### src/rtl/uart_rx_param.sv
// Parametrised UART receiver: 2-flop synchroniser, start-glitch rejection, parity/framing/overrun
// reporting, valid/ready output. Define UART_RX_MAJORITY_EN for 3-sample majority voting.
module uart_rx_param #(
    parameter int CLOCK     = 50000000,
    parameter int RATE      = 9600,
    parameter int DATA_BITS = 8,
    parameter int PARITY    = 0,
    parameter int STOP_BITS = 1
) (
    input  logic                 clk,
    input  logic                 reset,
    input  logic                 rxd,
    input  logic                 rx_ready,
    output logic [DATA_BITS-1:0] rx_data,
    output logic                 rx_valid,
    output logic                 rx_frame_err,
    output logic                 rx_parity_err,
    output logic                 rx_overrun,
    output logic                 rx_busy
);
    localparam int DIV  = CLOCK / RATE;
    localparam int HALF = DIV / 2;
    localparam int CW   = $clog2(DIV + 1);
    localparam logic [CW-1:0] DIV_M1  = CW'(DIV - 1);
    localparam logic [CW-1:0] HALF_M1 = CW'(HALF - 1);
    localparam logic [3:0]    LAST_IDX = 4'(DATA_BITS - 1);

    localparam logic [2:0] IDLE  = 3'd0;
    localparam logic [2:0] START = 3'd1;
    localparam logic [2:0] DATA  = 3'd2;
    localparam logic [2:0] PAR   = 3'd3;
    localparam logic [2:0] STOP  = 3'd4;
    localparam logic [2:0] BRK   = 3'd5;

    logic                 s1_q, rxd_s_q, h1_q;
    logic                 samp, fall, expire, complete;
    logic [2:0]           state_q, state_d;
    logic [CW-1:0]        cnt_q, cnt_d;
    logic [3:0]           idx_q, idx_d;
    logic                 stop_q, stop_d;
    logic [DATA_BITS-1:0] shf_q, shf_d;
    logic                 ferr_q, ferr_d, perr_q, perr_d;
    logic [DATA_BITS-1:0] data_q;
    logic                 valid_q, fe_q, pe_q, ovr_q;

    always_ff @(posedge clk or posedge reset) begin
        if (reset) begin
            s1_q    <= 1'b1;
            rxd_s_q <= 1'b1;
            h1_q    <= 1'b1;
        end else begin
            s1_q    <= rxd;
            rxd_s_q <= s1_q;
            h1_q    <= rxd_s_q;
        end
    end

`ifdef UART_RX_MAJORITY_EN
    // Edge detect runs one cycle late so every expiry lands on centre+1 with the full window in hand.
    logic h2_q;
    always_ff @(posedge clk or posedge reset) begin
        if (reset) h2_q <= 1'b1;
        else       h2_q <= h1_q;
    end
    assign samp = (rxd_s_q & h1_q) | (rxd_s_q & h2_q) | (h1_q & h2_q);
    assign fall = !h1_q && h2_q;
`else
    assign samp = rxd_s_q;
    assign fall = !rxd_s_q && h1_q;
`endif

    assign expire = (cnt_q == '0);

    always_comb begin
        state_d  = state_q;
        cnt_d    = expire ? cnt_q : cnt_q - 1'b1;
        idx_d    = idx_q;
        stop_d   = stop_q;
        shf_d    = shf_q;
        ferr_d   = ferr_q;
        perr_d   = perr_q;
        complete = 1'b0;
        case (state_q)
            IDLE: begin
                cnt_d = '0;
                if (fall) begin
                    state_d = START;
                    cnt_d   = HALF_M1;
                end
            end
            START: if (expire) begin
                if (samp) begin
                    state_d = IDLE;
                end else begin
                    state_d = DATA;
                    idx_d   = '0;
                    cnt_d   = DIV_M1;
                    ferr_d  = 1'b0;
                    perr_d  = 1'b0;
                end
            end
            DATA: if (expire) begin
                // LSB arrives first, so after DATA_BITS right shifts it sits at bit 0.
                shf_d = {samp, shf_q[DATA_BITS-1:1]};
                cnt_d = DIV_M1;
                if (idx_q == LAST_IDX) begin
                    state_d = (PARITY != 0) ? PAR : STOP;
                    stop_d  = 1'b0;
                end else begin
                    idx_d = idx_q + 4'd1;
                end
            end
            PAR: if (expire) begin
                perr_d  = (^shf_q) ^ samp ^ 1'(PARITY == 1);
                state_d = STOP;
                cnt_d   = DIV_M1;
                stop_d  = 1'b0;
            end
            STOP: if (expire) begin
                if (!samp) ferr_d = 1'b1;
                cnt_d = DIV_M1;
                if (stop_q == 1'(STOP_BITS - 1)) begin
                    complete = 1'b1;
                    state_d  = samp ? IDLE : BRK;
                end else begin
                    stop_d = 1'b1;
                end
            end
            BRK: if (samp) state_d = IDLE;
            default: state_d = IDLE;
        endcase
    end

    always_ff @(posedge clk or posedge reset) begin
        if (reset) begin
            state_q <= IDLE;
            cnt_q   <= '0;
            idx_q   <= '0;
            stop_q  <= 1'b0;
            shf_q   <= '0;
            ferr_q  <= 1'b0;
            perr_q  <= 1'b0;
        end else begin
            state_q <= state_d;
            cnt_q   <= cnt_d;
            idx_q   <= idx_d;
            stop_q  <= stop_d;
            shf_q   <= shf_d;
            ferr_q  <= ferr_d;
            perr_q  <= perr_d;
        end
    end

    always_ff @(posedge clk or posedge reset) begin
        if (reset) begin
            data_q  <= '0;
            valid_q <= 1'b0;
            fe_q    <= 1'b0;
            pe_q    <= 1'b0;
            ovr_q   <= 1'b0;
        end else begin
            ovr_q <= 1'b0;
            if (complete) begin
                if (!valid_q || rx_ready) begin
                    data_q  <= shf_q;
                    fe_q    <= ferr_d;
                    pe_q    <= perr_q;
                    valid_q <= 1'b1;
                end else begin
                    ovr_q <= 1'b1;
                end
            end else if (valid_q && rx_ready) begin
                valid_q <= 1'b0;
            end
        end
    end

    assign rx_data       = data_q;
    assign rx_valid      = valid_q;
    assign rx_frame_err  = fe_q;
    assign rx_parity_err = pe_q;
    assign rx_overrun    = ovr_q;
    assign rx_busy       = (state_q != IDLE);
endmodule

### config.mk
export PLATFORM = sky130hd
export DESIGN_NAME = uart_rx_param
export DESIGN_NICKNAME = d
export VERILOG_FILES = /design/src/rtl/uart_rx_param.sv
export SDC_FILE = /design/constraint.sdc
export NUM_CORES = 1
export LEC_CHECK = 0
export ABC_CLOCK_PERIOD_IN_PS = 2850
export CAP_MARGIN = 20
export CORE_MARGIN = 8
export CORE_UTILIZATION = 51
export CTS_BUF_LIST = sky130_fd_sc_hd__clkbuf_2 sky130_fd_sc_hd__clkbuf_4 sky130_fd_sc_hd__clkbuf_8
export CTS_CLUSTER_DIAMETER = 40
export DETAILED_ROUTE_END_ITERATION = 10
export GPL_ROUTABILITY_DRIVEN = 0
export HOLD_SLACK_MARGIN = 0.1
export PLACE_DENSITY = 0.71
export SLEW_MARGIN = 20
export SYNTH_ARGS = -nofsm -noshare
export SYNTH_HDL_FRONTEND = slang
export SYNTH_SLANG_ARGS = --single-unit
export TNS_END_PERCENT = 50
### constraint.sdc
create_clock -name clk -period 2.85 [get_ports clk]
set_input_delay 0.57 -clock clk [delete_from_list [all_inputs] [get_ports clk]]
set_output_delay 0.57 -clock clk [all_outputs]
set_load 0.02 [all_outputs]
==> Yosys cells after proc, flatten, opt, wreduce, memory -nomap -nowiden <==
Index checks and enable logic that the tools add are counted.
{ "totals": {"regBits": 46, "latchBits": 0, "ramBits": 0, "mem_bits_ro": 0, "elab_cells": 101, "memories": 0} }
{ "op_classes": {"addsub": 2, "mul": 0, "div": 0, "n_lt_le_gt_ge": 0, "n_eq_ne": 17, "shifts": 0, "n_mux": 45, "bitwise": 1, "n_reduce_logical": 21} }
{ "op_table": {"columns": ["op", "n"], "rows": [
  ["$mux 13", 4],
  ["$pmux 13 s3", 1],
  ["$mux 3", 9],
  ["$mux 1", 20],
  ["$ne 2x2->1 const B", 10],
  ["$pmux 3 s6", 1],
  ["$mux 4", 4],
  ["$logic_not 13->1", 1],
  ["$sub 13x1->13 const B", 1],
  ["$mux 12", 1],
  ["$reduce_and 5->1", 2],
  ["$pmux 4 s2", 1],
  ["$reduce_and 8->1", 1],
  ["$reduce_xor 8->1", 1],
  ["$eq 3x2->1 const B", 2],
  ["$eq 3x3->1 const B", 2],
  ["$reduce_and 2->1", 3],
  ["$reduce_bool 2->1", 3],
  ["$reduce_bool 3->1", 2],
  ["$add 4x1->4 const B", 1],
  ["$eq 4x3->1 const B", 1],
  ["$pmux 1 s2", 2],
  ["$reduce_and 4->1", 1],
  ["$eq 3x1->1 const B", 1],
  ["other kinds (9)", 11]
]} }

==> Logic depth before layout (Yosys ltp) <==
{ "logic_depth": {"ltp_word": 5, "mapped_depth": 11, "ltp_nobuf": 10} }

==> Least setup slack after synthesis <==
OpenSTA, ideal clock, no wires.
{ "synth_timing": {"path_type": "register to register", "start": "register cnt_q[0]", "end": "register cnt_q[0]", "setup_time_ns": 0.121, "t_arrival_ns": 1.883, "t_required_ns": 2.729, "path_slack_ns": 0.846, "path_stages_with_launch": 12, "path_buffers": 1, "path_cell_list": "dfrtp_1 inv_1 ha_1 and2b_1 nand3b_2 nor2_4 inv_2 buf_6 ha_1 o21ai_0 a211o_1 a22o_1"} }
{ "synth_between": {"elab_chain_cells": 5, "word_cells_on_any_way": 7, "classes_between": "add/sub: 1; mux: 5; reduce/logical: 1"} }
{ "synth_rtl": {"columns": ["element", "line_no", "rtl"], "rows": [
  ["from (decl)", "38", "logic [CW-1:0] cnt_q, cnt_d;"],
  ["from (signal assigned)", "145", "cnt_q <= cnt_d;"],
  ["$sub 13x1->13 or $logic_not 13->1 (tied branches)", "76, 72", null],
  ["$mux 13", "76", "cnt_d = expire ? cnt_q : cnt_q - 1'b1;"],
  ["$mux 13", "92", "if (samp) begin"],
  ["$mux 13", "91", "START: if (expire) begin"],
  ["$pmux 13 s3 (*)", "83", "case (state_q)"],
  ["net cnt_d[0]", "38", null]
]} }
Mark *: on every way through the listed nets, which the timed path passes. The rest lies on a longest branch.
A chain may end at the register's enable or synchronous reset.

==> Final worst setup path <==
{ "layout_timing": {"start": "register state_q[0]", "end": "output port rx_busy"} }
{ "layout_between": {"elab_chain_cells": 1} }
{ "layout_rtl": {"columns": ["element", "line_no", "rtl"], "rows": [
  ["from (decl)", "37", "logic [2:0] state_q, state_d;"],
  ["from (signal assigned)", "144", "state_q <= state_d;"],
  ["$reduce_bool 3->1", "183", "assign rx_busy = (state_q != IDLE);"],
  ["to (decl)", "19", "output logic rx_busy"]
]} }
Every way passes these cells.

==> reports/results.ini <==
[worst_setup_path]
r2r_end = rx_data[0]$_DFFE_PP0P_
worst-setup-path-type = flop to output port
cp.arrival_ns = 1.83
rr_worst_depth = 7
reg2reg_slack_ns = 0.50
cp_slowest_stage_delay_ns = 0.54
worstPathMaxFanout = 11
cpMaxStageDelayCell = clkdlybuf4s50_1
r2r-start = cnt_q[0]$_DFF_PP0_
crit_chain = nor3_1, buf_4, inv_1, clkdlybuf4s50_1
critPathLaunchType = flop
cp-startpoint = state_q[0]$_DFFE_PP0P_
critPathCapture = rx_busy
cp.required_ns = 2.28
end_kind = output port

[route]
via_count = 1592
drtIter0Drc = 87
drt-vias-per-instance = 5.69
drcViolationCount = 0
routed_wirelength_mm = 4.36
drt_pass1_iterations = 4
postRouteAntennaNets = 0
drt-wirelength-per-cell_um = 15.6

[synth]
ys_types = 49
synth_top_area_frac = 0.460
avgSynthCellArea_um2 = 11.1
synth_area_leaders = dfrtp_1, mux2_2, o21ai_0
yosysTopAreaCell = dfrtp_1
synth_edf_count = 0
ys_async_sr_fraction = 1.00
syn_inst = 205
synth-main-ff-cell = dfrtp_1
ys_seq_area_frac = 0.495
synth-seq-cells = 45
ys_warn_count = 0
synth_nets = 212
syn-cell-area_um2 = 2280

[sta]
timing.slew.headroom = 0.633
finalHoldViolCount = 0
finClkSkew_ns = 0.00668
rsz0062_at_grt = no
worst_slew_pin_slew_ns = 0.550
fmax_mhz = 417
setup_viol = 0
finalMaxSlewViolations = 0
fin_crit_sh = 0.842
final.setup.tns_ns = 0
post-route-min-period_ns = 2.40

[die]
die_height_um = 82.9
die_w_um = 82.9
num_rows = 24
core_area_um2 = 4320
start_util = 0.528
dieArea_um2 = 6870
io_pins = 17

[power]
vdd_drop_max_v = 0.000396
intPower_mw = 1.37
swShare = 0.383
power_frac_comb = 0.369
clkPwrFrac = 0.217
switching_power_uw = 850
pwr_density_cell_nw_per_um2 = 848
seq_power_share = 0.414
p_leak_nw = 1.14

[clock_network]
cts_resized = 0
clk_latency_ns = 0.30
cts_root_buffer = clkbuf_8
htreeDepth = 2
numClockSinks = 45
cts_tree = built
clockBufferDepth = 2
clkTransAtPathRegs_ns = 0.08
cts_inserted_buffers = 5
hold_buffers = 0
post_cts_buffers = 0

[finish]
fin_cells = 280
mostFrequentLayoutCells = dfrtp_1, o21ai_0, mux2_2
nets = 234
areaGrowthSynthToFinish_pct = 14.7
fillers = 382
drive_above_1_share = 0.202
antennaDiodeCount = 0
layout_commonest_cell = dfrtp_1
fin_area_um2 = 2620

[placement]
portBuffers = 16
dp.cells = 272
post_dp_cell_area_um2 = 2510
dpl.hpwl_mm = 3.12

[global_route]
grt_pass1_vias = 1620
grt_antenna_before_repair = 0
grt_use_total = 0.131
grt_max_degree = 46
grt.overflow.total = 0
grt_pass1_wl_mm = 7.66

[hold_path]
hp-class = flop to flop

[run]
drv_cap = 0

[outcome]
status = finished clean

[critical path, delay by kind of cell (launching register included)]
family,cells,cell delay (ns)
buf+inv,3,0.83
flops,1,0.50
simple gates,1,0.21
[sequential cells by signal (all words and copies together) (netlist names), 3 cells and up]
signal   cells
idx_q        4
shf_q        8
rx_data      8
state_q      3
cnt_q       13
[final cells by class]
type                       count  area [um2]  area share
clock buffer                   6        76.3      0.0291
sequential                    45        1130       0.431
tap                           52        65.1      0.0248
timing repair buffer          20         190      0.0726
inverter                       9        33.8      0.0129
clock inverter                 2        35.0      0.0134
multi-input combinational    146        1090       0.416
[power groups by stage]
stage	sequential (mW)	clock, mW	combinational [mW]
after floorplan	0.882	0	0.671
after global placement	0.931	0	0.807
after detailed placement	0.932	0	0.819
after CTS	0.920	0.500	0.822
after global routing	0.943	0.516	0.929
final	0.920	0.482	0.819
[worst min-delay path by stage]
stage | start | endpoint | cells after the start
after floorplan | s1_q$_DFF_PP1_ | rxd_s_q$_DFF_PP1_ | 0
after global placement | s1_q$_DFF_PP1_ | rxd_s_q$_DFF_PP1_ | 0
after detailed placement | s1_q$_DFF_PP1_ | rxd_s_q$_DFF_PP1_ | 0
after CTS | s1_q$_DFF_PP1_ | rxd_s_q$_DFF_PP1_ | 0
after global routing | s1_q$_DFF_PP1_ | rxd_s_q$_DFF_PP1_ | 0
final | s1_q$_DFF_PP1_ | rxd_s_q$_DFF_PP1_ | 0
[cell usage after synthesis (3+ instances only)]
master,instances
mux2_2,18
nand4_1,3
a21oi_1,6
nand2_1,11
nor3_1,7
ha_1,3
or3_1,3
dfstp_2,3
xor2_1,6
o211ai_1,4
dfrtp_1,42
xnor2_1,9
clkbuf_1,3
o21ai_0,20
inv_1,8
nor2_1,15
nor2b_1,3
nand2b_1,4
[metrics by stage]
stage	setup WS (ns)	hold slack [ns]	power (mW)	util
4_1_cts	0.442	0.363	2.24	0.606
5_1_grt	0.345	0.365	2.39	0.606
3_3_place_gp	0.599	0.346	1.74	0.580
6_report	0.450	0.361	2.22	0.606
2_1_floorplan	0.846	0.345	1.55	-
3_5_place_dp	0.507	0.351	1.75	0.580
[cells by family (layout without fill, tap and decap cells)]
group | Yosys count | after routing | synth area share
AOI/OAI and AO/OA | 47 | 47 | 0.143
xor gates and xnor gates | 15 | 15 | 0.0575
DFF | 45 | 45 | 0.495
muxes | 19 | 19 | 0.0931
adders and majority gates | 3 | 3 | 0.0164
buffers and inverters | 14 | 37 | 0.0279
and+or+nand+nor | 62 | 62 | 0.167
[layer usage]
metal | share of wire | up-vias | routed length (um) | track usage
li1 | - | 785 | - | -
met1 | 0.48 | 785 | 2080 | 0.168
met2 | 0.48 | 16 | 2110 | 0.209
met3 | 0.024 | 6 | 106 | 0.0264
met4 | 0.014 | 0 | 62 | 0.0527
met5 | 0 | - | 0 | 0
(Power assumes the default switching activity.)
==> RTL change: new RTL, same flow settings <==
Add a define of `UART_RX_MAJORITY_EN`.
--- a/src/rtl/uart_rx_param.sv
+++ b/src/rtl/uart_rx_param.sv
@@ -1,5 +1,7 @@
 // Parametrised UART receiver: 2-flop synchroniser, start-glitch rejection, parity/framing/overrun
 // reporting, valid/ready output. Define UART_RX_MAJORITY_EN for 3-sample majority voting.
+`define UART_RX_MAJORITY_EN
+
 module uart_rx_param #(
     parameter int CLOCK     = 50000000,
     parameter int RATE      = 9600,
Formal check against the unedited RTL: not equivalent (Yosys sat finds a counterexample within 4 cycles, from zero or initial values and one cycle with reset high).
==> RTL change against the original RTL <==
Worst setup slack got worse by 0.24 ns; die area is essentially flat; design area up 0.96%; routed wire length up 2.5%; clock skew rose by 0.0010 ns; utilization up 0.58 points; sequential cell count up 1; synthesized area fell by 0.11%; critical path depth rose by 6; total power is 0.16% lower; critical path type is now flip-flop to flip-flop; highest routed layer unchanged.
==> RTL change: results (changes against the original RTL) <==
post-DP HPWL 3057 µm (-1.9%); post-synthesis adder-cell area fraction 0.02084 (+0.004406); CTS H-tree lvls 2 (unchanged); Clk pin slew, worst setup/hold paths 0.08 ns (about the same); post-CTS setup buffers 0 (unchanged); share of cells above drive strength 1 0.1595 (-0.04227); Syn Area/Cell 10.76 µm² (-3.4%); fraction of registers with async set/reset 1.000 (unchanged); sequential area share after synthesis 0.5069 (+0.01206); fin cells 284 (+1.4%); Crit. Startpoint cnt_q[0]; number of library cell types mapped by synthesis 46 (-6.1%); mux contribution to synthesized area 0.08832 (-0.004835); Worst VDD drop 455.3 µV (+15%); Diodes inserted 0 (unchanged); Hold Crit Start s1_q; max incr delay on CP ~0.55 ns; Starting DRT DRC Count 122 (+40%); WL per Instance 15.75 µm (+1.1%); slowest cell on the critical path or3b_2; first-pass GRT wire length 7852 µm (+2.5%); largest net degree at the start of global routing 47 (+2.2%); max reg flops 13 (unchanged); vias 1677 (+5.3%); synth top area cells dfrtp_1 (46%), xnor2_1 (5.0%), dfstp_2 (4.6%), o21ai_0 (4.6%), mux2_2 (4.4%); post-synthesis xor/xnor area fraction 0.06144 (+0.003903); Leak 0.001144 µW (about the same); hold crit path type flip-flop to flip-flop; CTS Buf Count 5 (unchanged); Synth Area in Compound Gates 0.1240 (-0.01904); Tot GR Track Use 0.1328 (+0.001868); worst slew pin tran 0.6121 ns (+0.06199 ns); Post-Syn Nets 219 (+3.3%); max capacitance violation total 0 (unchanged); worst-case clock skew 0.007680 ns (+0.0009981 ns); outcome finished, final reports clean; clock root buffer clkbuf_8; worst skew pair latency 0.30 ns (about the same); First-pass DRT Iterations 5 (+1); PortBufs 16 (unchanged); Critical Path Fanout Max 11 (unchanged); Most flops, register cnt_q; commonest cells in the netlist dfrtp_1 (42), o21ai_0 (21), nand2_1 (16); Clock Tree Buf Depth 2 (unchanged); Nets 238 (+1.7%); Synth warnings 0 (unchanged)
==> RTL change: worst max-delay path: cells and delay by family, from the launching register on <==
family / cells / cell delay, ns
simple gates: 3 / 0.95
buf+inv: 2 / 0.21
compound gates: 3 / 0.39
flops: 1 / 0.42
fa+ha+maj: 2 / 0.54
==> RTL change: area by class of cell <==
class / count / area (µm²)
clock buffer: 6 / 82.58
clock inverter: 2 / 60.06
fill: 381 / 1679
inverter: 7 / 28.78
multi-input combinational: 149 / 1047
sequential: 46 / 1156
tap: 52 / 65.06
timing repair buffer: 22 / 205.2
==> RTL change: cells by family (layout without fill, tap and decap cells) <==
family,count (synthesis),in the layout
AOI/OAI and AO/OA,45,45
xor gates and xnor gates,16,16
adders and majority gates,4,4
buffers and inverters,17,37
DFF,46,46
muxes,18,18
and+or+nand+nor,66,66
==> RTL change: path summary, 6_finish.rpt <==
path | cells after the start | slack [ns] | to
worst max-delay path | 10 | 0.21 | cnt_q[0]
worst min-delay path | 0 | 0.36 | rxd_s_q
worst max register to register | 10 | 0.21 | cnt_q[0]
worst min register to register | 0 | 0.36 | rxd_s_q
max in group asynchronous | 3 | 1.73 | idx_q[1]
min in group asynchronous | 3 | 0.73 | cnt_q[10]
==> RTL change: metal layers <==
layer | vias up | GRT usage | routed length (µm)
li1 | 796 | - | -
met4 | 0 | 0.04153 | 55
met1 | 836 | 0.1715 | 2039
met2 | 39 | 0.2164 | 2154
met3 | 6 | 0.02637 | 224
met5 | - | 0 | 0
==> RTL change: power by group <==
part | switching [µW] | internal [µW] | total (µW)
clock | 217 | 374 | 591
combinational | 428 | 302 | 730
sequential | 128 | 769 | 897
total | 773 | 1450 | 2220
==> RTL change: per-stage QoR <==
stage               cell area (µm²)  power [µW]  utilization  worst slack, ns
finish                         2645        2218       0.6117           0.2106
global route                   2645        2360       0.6117          0.01273
CTS                            2643        2228       0.6111           0.2237
detailed placement             2500        1618       0.5781           0.2621
global placement               2500        1609       0.5781           0.3182
floorplan                      2281        1475            -           0.2217
==> RTL change: timing repair <==
action,in CTS,in global routing
endpoints found under the setup margin,0,1
gates resized for setup,0,1
hold buffers,0,0
